--- src/rtl/dma_copy_pkg.sv ---
// dma_copy_pkg: shared state encoding, DMA write-enable codes and protected-window defaults.
package dma_copy_pkg;

    typedef enum logic [2:0] {IDLE, CHECK, RD_REQ, RD_DATA, WR_REQ, DONE, ERR} state_t;

    localparam logic [1:0] DMA_WE_READ = 2'b00;
    localparam logic [1:0] DMA_WE_WORD = 2'b11;

    // Shared with the DMA access monitor so both see the same windows
    localparam logic [15:0] SDATA_BASE_DEF = 16'h0400;
    localparam logic [15:0] SDATA_SIZE_DEF = 16'h0C00;
    localparam logic [15:0] CTR_BASE_DEF   = 16'h0270;
    localparam logic [15:0] CTR_SIZE_DEF   = 16'h0020;

    function automatic logic in_window(input logic [15:0] a, input logic [15:0] base, input logic [15:0] size);
        return ({1'b0, a} >= {1'b0, base}) && ({1'b0, a} < ({1'b0, base} + {1'b0, size}));
    endfunction

endpackage

--- src/rtl/dma_region_check.sv ---
// dma_region_check: flags an address that falls in the secure-data or counter window.
module dma_region_check import dma_copy_pkg::*; #(
    parameter logic [15:0] SDATA_BASE = SDATA_BASE_DEF,
    parameter logic [15:0] SDATA_SIZE = SDATA_SIZE_DEF,
    parameter logic [15:0] CTR_BASE   = CTR_BASE_DEF,
    parameter logic [15:0] CTR_SIZE   = CTR_SIZE_DEF
) (
    input  logic [15:0] addr,
    output logic        in_protected
);

    assign in_protected = in_window(addr, SDATA_BASE, SDATA_SIZE) || in_window(addr, CTR_BASE, CTR_SIZE);

endmodule

--- src/rtl/dma_copy_engine.sv ---
// dma_copy_engine: DMA block copier that refuses to touch protected windows.
// Optional fill mode (write fill_pattern, no reads) is enabled by defining DMA_COPY_FILL_EN.
module dma_copy_engine import dma_copy_pkg::*; #(
    parameter logic [15:0] SDATA_BASE = SDATA_BASE_DEF,
    parameter logic [15:0] SDATA_SIZE = SDATA_SIZE_DEF,
    parameter logic [15:0] CTR_BASE   = CTR_BASE_DEF,
    parameter logic [15:0] CTR_SIZE   = CTR_SIZE_DEF
) (
    input  logic        clk,
    input  logic        reset,
    input  logic        start,
    input  logic [15:0] src_addr,
    input  logic [15:0] dst_addr,
    input  logic [15:0] len,
`ifdef DMA_COPY_FILL_EN
    input  logic        fill,
    input  logic [15:0] fill_pattern,
`endif
    output logic        busy,
    output logic        done,
    output logic        err,
    output logic [15:0] dma_addr,
    output logic        dma_en,
    output logic [1:0]  dma_we,
    output logic [15:0] dma_din,
    input  logic [15:0] dma_dout,
    input  logic        dma_ready,
    input  logic        dma_resp
);

    state_t      state;
    logic [15:0] src, dst, rem;
    logic        wrap, src_prot, dst_prot, src_bad;
    logic [16:0] src_nx, dst_nx;

    assign src_nx = {1'b0, src} + 17'd2;
    assign dst_nx = {1'b0, dst} + 17'd2;

    dma_region_check #(.SDATA_BASE(SDATA_BASE), .SDATA_SIZE(SDATA_SIZE), .CTR_BASE(CTR_BASE), .CTR_SIZE(CTR_SIZE))
        u_src_chk (.addr(src), .in_protected(src_prot));
    dma_region_check #(.SDATA_BASE(SDATA_BASE), .SDATA_SIZE(SDATA_SIZE), .CTR_BASE(CTR_BASE), .CTR_SIZE(CTR_SIZE))
        u_dst_chk (.addr(dst), .in_protected(dst_prot));

`ifdef DMA_COPY_FILL_EN
    logic fill_mode;
    assign src_bad = src_prot && !fill_mode;
`else
    assign src_bad = src_prot;
`endif

    always_ff @(posedge clk) begin
        if (reset) begin
            state    <= IDLE;
            busy     <= 1'b0;
            done     <= 1'b0;
            err      <= 1'b0;
            dma_en   <= 1'b0;
            dma_we   <= DMA_WE_READ;
            dma_addr <= 16'd0;
            dma_din  <= 16'd0;
            src      <= 16'd0;
            dst      <= 16'd0;
            rem      <= 16'd0;
            wrap     <= 1'b0;
`ifdef DMA_COPY_FILL_EN
            fill_mode <= 1'b0;
`endif
        end else begin
            done <= 1'b0;
            case (state)
                IDLE: if (start) begin
                    src   <= src_addr & 16'hFFFE;
                    dst   <= dst_addr & 16'hFFFE;
                    rem   <= len;
                    err   <= 1'b0;
                    wrap  <= 1'b0;
                    busy  <= 1'b1;
                    state <= CHECK;
`ifdef DMA_COPY_FILL_EN
                    fill_mode <= fill;
                    if (fill) dma_din <= fill_pattern;
`endif
                end
                CHECK: if (rem == 16'd0) begin
                    done  <= 1'b1;
                    state <= DONE;
                end else if (wrap || src_bad || dst_prot) begin
                    err   <= 1'b1;
                    state <= ERR;
                end
`ifdef DMA_COPY_FILL_EN
                else if (fill_mode) begin
                    dma_en   <= 1'b1;
                    dma_we   <= DMA_WE_WORD;
                    dma_addr <= dst;
                    state    <= WR_REQ;
                end
`endif
                else begin
                    dma_en   <= 1'b1;
                    dma_we   <= DMA_WE_READ;
                    dma_addr <= src;
                    state    <= RD_REQ;
                end
                RD_REQ: if (dma_ready) begin
                    dma_en <= 1'b0;
                    state  <= RD_DATA;
                end
                RD_DATA: if (dma_resp) begin
                    err   <= 1'b1;
                    state <= ERR;
                end else begin
                    dma_din  <= dma_dout;
                    dma_en   <= 1'b1;
                    dma_we   <= DMA_WE_WORD;
                    dma_addr <= dst;
                    state    <= WR_REQ;
                end
                // A carry out of either pointer only matters if another word remains
                WR_REQ: if (dma_ready) begin
                    dma_en <= 1'b0;
                    dma_we <= DMA_WE_READ;
                    src    <= src_nx[15:0];
                    dst    <= dst_nx[15:0];
                    wrap   <= src_nx[16] || dst_nx[16];
                    rem    <= rem - 16'd1;
                    state  <= CHECK;
                end
                DONE, ERR: begin
                    busy  <= 1'b0;
                    state <= IDLE;
                end
                default: state <= IDLE;
            endcase
        end
    end

endmodule
--- config.mk ---
export PLATFORM = sky130hd
export DESIGN_NAME = dma_copy_engine
export DESIGN_NICKNAME = d
export VERILOG_FILES = /design/src/rtl/dma_copy_pkg.sv /design/src/rtl/dma_region_check.sv /design/src/rtl/dma_copy_engine.sv
export SDC_FILE = /design/constraint.sdc
export NUM_CORES = 1
export LEC_CHECK = 0
export ABC_AREA = 1
export BUFFER_PORTS_ARGS = -buffer_cell sky130_fd_sc_hd__buf_2
export CORE_MARGIN = 1
export CORE_UTILIZATION = 55
export CTS_CLUSTER_DIAMETER = 150
export DETAILED_ROUTE_END_ITERATION = 12
export GPL_ROUTABILITY_DRIVEN = 0
export PLACE_DENSITY = 0.88
export RECOVER_POWER = 100
export SLEW_MARGIN = 20
export SYNTH_ARGS = -nofsm -noshare
export SYNTH_HDL_FRONTEND = slang
export SYNTH_SLANG_ARGS = --single-unit
--- constraint.sdc ---
create_clock -name clk -period 4.9 [get_ports clk]
set_input_delay 0.735 -clock clk [delete_from_list [all_inputs] [get_ports clk]]
set_output_delay 0.735 -clock clk [all_outputs]
set_load 0.1 [all_outputs]
# Yosys cells after proc, flatten, opt, wreduce, memory -nomap -nowiden
# Cells that the tools add are included.
# W data, S select, Z words.
# word_totals
register_bits	90
inputBits	69
output_inout_bits	38
wordCells	108
# op_classes
add_sub_neg	3
order_cmp	8
n_eq_ne	15
mux	40
bitwise_logic	2
n_reduce_logical	28
# ops
op	count
$mux W16	9
$pmux W16 S2	4
$add A16 B2 Y17 const B	2
$ge A16 B10 Y1 const B	2
$ge A16 B11 Y1 const B	2
$lt A16 B10 Y1 const B	2
$lt A16 B13 Y1 const B	2
$logic_not A16 Y1	1
$ne A2 B2 Y1 const B	8
$sub A16 B1 Y16 const B	1
$mux W3	5
$pmux W3 S5	1
$reduce_and A5 Y1	3
$mux W1	11
$mux W2	5
$eq A3 B3 Y1 const B	3
$reduce_bool A3 Y1	3
$eq A3 B2 Y1 const B	2
$pmux W1 S3	2
$pmux W2 S3	1
$reduce_and A3 Y1	2
$reduce_bool A2 Y1	3
$reduce_or A2 Y1	3
$logic_or A1 B1 Y1	5
8 further kinds	14

# Logic depth before layout (Yosys ltp)
# depth
word_depth	8
depth_mapped	14
mapped_depth_nobuf	13

# Hierarchy
# A second synthesis with hierarchy kept.
# unflattened
hier_cells	829
area_unflattened_um2	5152.4
# by_module_without_submodules
mod	n_inst	cells_per_inst	area_per_inst_um2
dma_copy_engine	1	793	4974.8
dma_region_check	2	18	88.8

# Worst setup path before layout
# No wires, ideal clock.
# synth_path
kind	register to output
from	reg dma_we[0] (netlist name)
to	out dma_we[1]
arrival_time_ps	1373
required_time_ps	4165
setup_slack_ps	2792
path_stages_with_launch	2
n_path_buf	1
path_cell_list	dfxtp_1 > buf_4
# synth_lines
item	line_no	source
to (decl)	dma_copy_engine.sv:24	output logic [1:0] dma_we,

# Worst setup path after layout
# layout_path
from	reg state[0]
to	reg rem[15]
# layout_between
elab_chain_cells	3
# layout_rtl
item	line_no	source
from (decl)	dma_copy_engine.sv:31	state_t state;
from (signal assigned)	dma_copy_engine.sv:53	state <= IDLE;
from (signal assigned)	dma_copy_engine.sv:78	state <= CHECK;
from (signal assigned)	dma_copy_engine.sv:86	state <= DONE;
$eq A3 B3 Y1 / $logic_not A3 Y1 (equally long branches)	dma_copy_engine.sv:70	case (state)
$ne A2 B2 Y1 (no line) / $reduce_bool A2 Y1 (equally long branches)	--	
$reduce_and A3 Y1 (no line)	--	
to (signal assigned)	dma_copy_engine.sv:74	rem <= len;
to (signal assigned)	dma_copy_engine.sv:126	rem <= rem - 16'd1;
to (decl)	dma_copy_engine.sv:32	logic [15:0] src, dst, rem;
# Several ways; a longest one is shown, not always the timed one.
# A chain may end at the register's enable or synchronous reset.

==> flow_results.org <==
** Critical path
- The worst setup path is captured at a flop.
- Capture instance of the worst register-to-register path :: rem[15]
- Highest fanout seen on the critical path :: 70
- Tracing the worst setup path back leads to its startpoint at state[0].
- The startpoint identified for the worst register-to-register timing path is state[0].
- Across all register-to-register paths, the minimum setup slack is between 1 and 1.5 ns.
- The largest individual stage delay along the critical path comes from the cell sky130_fd_sc_hd__inv_1.
- WP depth :: 10
- For this run, the slowest stage of the critical path takes about 0.76 ns.
- Family with the most delay on the worst path :: buffers and inverters
- Traced cell by cell, the critical path runs through nor2_1 > inv_1 > nor2_4 > buf_4 > inv_1 > o21ai_4 > buf_4 > o21ai_0 > o21bai_1 > a21oi_1.
- Arrival time at the worst endpoint :: a little over 4 ns
- Following the worst setup path forward leads to its endpoint at rem[15].
- Count of cells along the worst register-to-register path :: 10
- The critical path contains buffers and inverters numbering 4 combined.
- The critical path is of the flop to flop type.
- The worst setup path is launched from a flop.
- Required time at the endpoint of the critical path :: between 5 and 6 ns

** Timing
- The final count of hold timing violations came to 0.
- For the pin with the worst max-slew slack, the measured transition is approximately 2.0 ns.
- Worst relative slew slack :: -0.364
- Max Freq :: between 0.2 and 0.3 GHz
- Worst-case clock skew :: ~0.015 ns
- Count of final max-slew check failures :: 42
- Of the available clock period, the critical path in the final layout requires 0.790.
- Setup total negative slack on the finished layout was measured at 0 ns.
- Counting I/O delays and the setup requirement, the final critical path takes 3.87 ns.
- Setup repair after global routing left no endpoint under its margin.
- Total setup violations reported at the end of the flow :: 0

** Routing
- Dividing the detail-routed wire length by the instance count gives 12.9 µm.
- After detailed routing, the number of remaining DRC violations is 0.
- Dividing the detail-routed via count by the number of cells gives about 5.4.
- The final layout contains routed wiring with a total length of between 10000 and 15000 µm.
- Initial DRC Count :: ~470
- Pre-Repair DR Iteration Count :: 5
- Across all layers, the routed design uses between 4000 and 5000 vias.
- Once detail routing completed, the nets flagged for antenna violations numbered 0.

** Layout
- Of the cells placed in the final design, the portion with a size suffix greater than 1 is 0.121.
- Area of all placed cells without fillers :: 5370 µm²
- The area growth from synthesis to layout is 12.7%.
- The final layout contains 880 nets.
- Final antenna diode count :: 0
- Commonest cells after routing, fill and taps aside :: sky130_fd_sc_hd__nand2_1, sky130_fd_sc_hd__nor2_1, sky130_fd_sc_hd__dfxtp_1
- The library cell used most frequently in the layout, excluding fill and tap cells, is sky130_fd_sc_hd__nand2_1.

** Synthesis
- Syn nets :: between 800 and 900
- Post-synthesis compound-gate area fraction :: 0.212
- Synthesized area divided by synthesized cell count :: around 6.5 µm²
- The Yosys step of the flow raised 0 warnings.
- The number of different library cells used by synthesis comes to 37.
- Share of the yosys chip area belonging to registers :: 0.366
- Combinational family with the most area after synthesis :: simple AND/OR/NAND/NOR gates
- Synthesis handed over a netlist of between 700 and 800 instances.
- Post-Synth Simple-Gate Area :: 0.292
- After synthesis, the share of cell area in mux cells is 0.
- Register bit count reported by yosys :: 87
- Of the total synthesized cell area, the portion taken by XOR and XNOR cells is 0.0257.
- Synthesized-area fraction occupied by adder cells :: 0.00788
- Summing every instance area after synthesis gives roughly 4800 µm².

** Clock network
- TritonCTS built the clock tree.
- Number of levels in the clock H-tree :: 3
- For the worst-skew pair, the clock arrives at the later sink with an insertion delay of around 0.36 ns.
- # resized after CTS :: 0
- Hold repair after CTS inserted 0 buffers.
- No sink is reached through more buffers than the 2 on the longest clock path.
- Count of buffers added by post-CTS timing repair for setup :: 0
- In this run, CTS created clock tree buffers numbering 9.
- Clock sinks :: between 80 and 90
- Clock Pin Slew Worst Setup and Hold Paths :: 0.09 ns
- The tree is rooted in a sky130_fd_sc_hd__clkbuf_8.

** GRT
- Antenna violations before repair :: 0
- Maximum number of pins on one net before global-route repair :: between 70 and 80
- Global routing finished with a remaining overflow of 0.
- The first global-routing pass estimated a little under 20000 µm of wire.
- The via count of the first global-routing pass is ~4500.
- Total routing resource utilization after global routing :: 0.276

** Status
- Status :: finished, violations left
- The checks that failed: capacitance limit, slew limit.

** Pwr
- Maximum vdd drop :: 273 µV
- Summed over all cells, the static leakage comes to 2.38 nW.
- Power spread over the standard cell area amounts to 629 nW/µm².

** Floorplan
- For this configuration, the core starts out at a cell density of 0.574.
- In this run the vertical extent of the chip is between 90 and 100 µm.
- Die width :: 95.1 µm
- Die footprint :: approximately 9000 µm²
- Core ar. :: 8300 µm²
- Boundary Pins :: between 100 and 150
- Row generation in the floorplan step produced 33 rows.

** Run
- Max-cap violations in this run came to 1.

** Min path
- The path class of the tightest hold or removal check is flop to flop.

** Place
- Detailed placement finished with a half-perimeter wire length of between 8000 and 9000 µm.
- Once placement finished, the instance area stood at 5250 µm².
- Port-buffer cells :: between 100 and 150
==> cells in the mapped netlist, drive strengths merged <==
| cell type | instances | area share |
|---|---|---|
| nand2 | 167 | 0.13 |
| nor2 | 122 | 0.10 |
| dfxtp | 87 | 0.37 |
| o21ai | 80 | 0.086 |
| inv | 72 | 0.057 |
| a21oi | 44 | 0.046 |
| nand3 | 30 | 0.035 |
| clkbuf | 25 | 0.020 |
| buf | 16 | 0.020 |
| o21bai | 12 | 0.019 |
| xor2 | 12 | 0.022 |
| o211ai | 10 | 0.016 |
| a31oi | 8 | 0.011 |
| nand4 | 8 | 0.011 |
| a211oi | 7 | 0.011 |
| nor3 | 6 | 0.0063 |
| a311oi | 5 | 0.0092 |
| o31ai | 4 | 0.0063 |
| or2 | 4 | 0.0053 |
| ha | 3 | 0.0079 |
| xnor2 | 2 | 0.0037 |
| a221oi | 1 | 0.0018 |
| nor3b | 1 | 0.0016 |
| nor4 | 1 | 0.0013 |
| o21a | 1 | 0.0016 |
| o221ai | 1 | 0.0018 |
| o32ai | 1 | 0.0018 |
==> final cells by class <==
cell class / instances / area, µm²
repair buffers: 108 / 498
clock inverters: 6 / 45.0
multi-input cells: 530 / 2540
inverters: 72 / 270
flip-flops and latches: 87 / 1740
well taps: 105 / 131
fillers: 772 / 2930
clock buffers: 10 / 138
==> layer usage <==
layer	part of all wire	vias up	wire length, µm	GRT usage
li1	-	2535	-	-
met1	0.44	2239	5290	0.348
met2	0.47	194	5540	0.471
met3	0.070	25	829	0.0407
met4	0.019	0	230	0.110
met5	0	-	0	0
==> worst register-to-register path, stage by stage (launching register included) <==
cell	delay (ns)
sky130_fd_sc_hd__dfxtp_1	0.36
sky130_fd_sc_hd__nor2_1	0.19
sky130_fd_sc_hd__inv_1	0.12
sky130_fd_sc_hd__nor2_4	0.08
sky130_fd_sc_hd__buf_4	0.51
sky130_fd_sc_hd__inv_1	0.77
sky130_fd_sc_hd__o21ai_4	0.70
sky130_fd_sc_hd__buf_4	0.52
sky130_fd_sc_hd__o21ai_0	0.18
sky130_fd_sc_hd__o21bai_1	0.18
sky130_fd_sc_hd__a21oi_1	0.16
==> flip-flops by register name, indices dropped and copies added, names as in the netlist <==
register / count
dst: 15
dma_we: 1
err: 1
wrap: 1
state: 3
src: 15
done: 1
busy: 1
dma_din: 16
dma_addr: 16
dma_en: 1
rem: 16
==> metrics by stage <==
step / cells / worst slack (ns) / utilization / total power, mW / hold WS, ns
2_1_floorplan: 730 / 2.79 / - / 2.61 / 0.440
3_3_place_gp: 902 / 1.67 / 0.633 / 2.85 / 0.436
3_5_place_dp: 902 / 1.61 / 0.633 / 2.90 / 0.443
4_1_cts: 918 / 1.58 / 0.655 / 3.38 / 0.458
5_1_grt: 918 / 0.657 / 0.647 / 3.64 / 0.488
6_report: 918 / 1.03 / 0.647 / 3.38 / 0.458
==> power by group <==
part,internal (mW),switching [mW]
combinational,0.490,1.27
clock,0.200,0.277
sequential,0.924,0.221
total,1.61,1.76
==> worst min-delay path by stage <==
stage,start,endpoint,slack (ns),cells after the start
3_3_place_gp,err,err,0.44,2
4_1_cts,err,err,0.46,2
2_1_floorplan,rem[9],rem[9],0.44,2
5_1_grt,err,err,0.49,2
6_report,err,err,0.46,2
3_5_place_dp,err,err,0.44,2
==> logic make-up after synthesis <==
kind of cell / Yosys count
AOI/OAI and AO/OA: 174
xor gates and xnor gates: 14
adders and majority gates: 3
buffers and inverters: 113
DFF: 87
and+or+nand+nor: 339
Power figures use the tool's default switching activity.
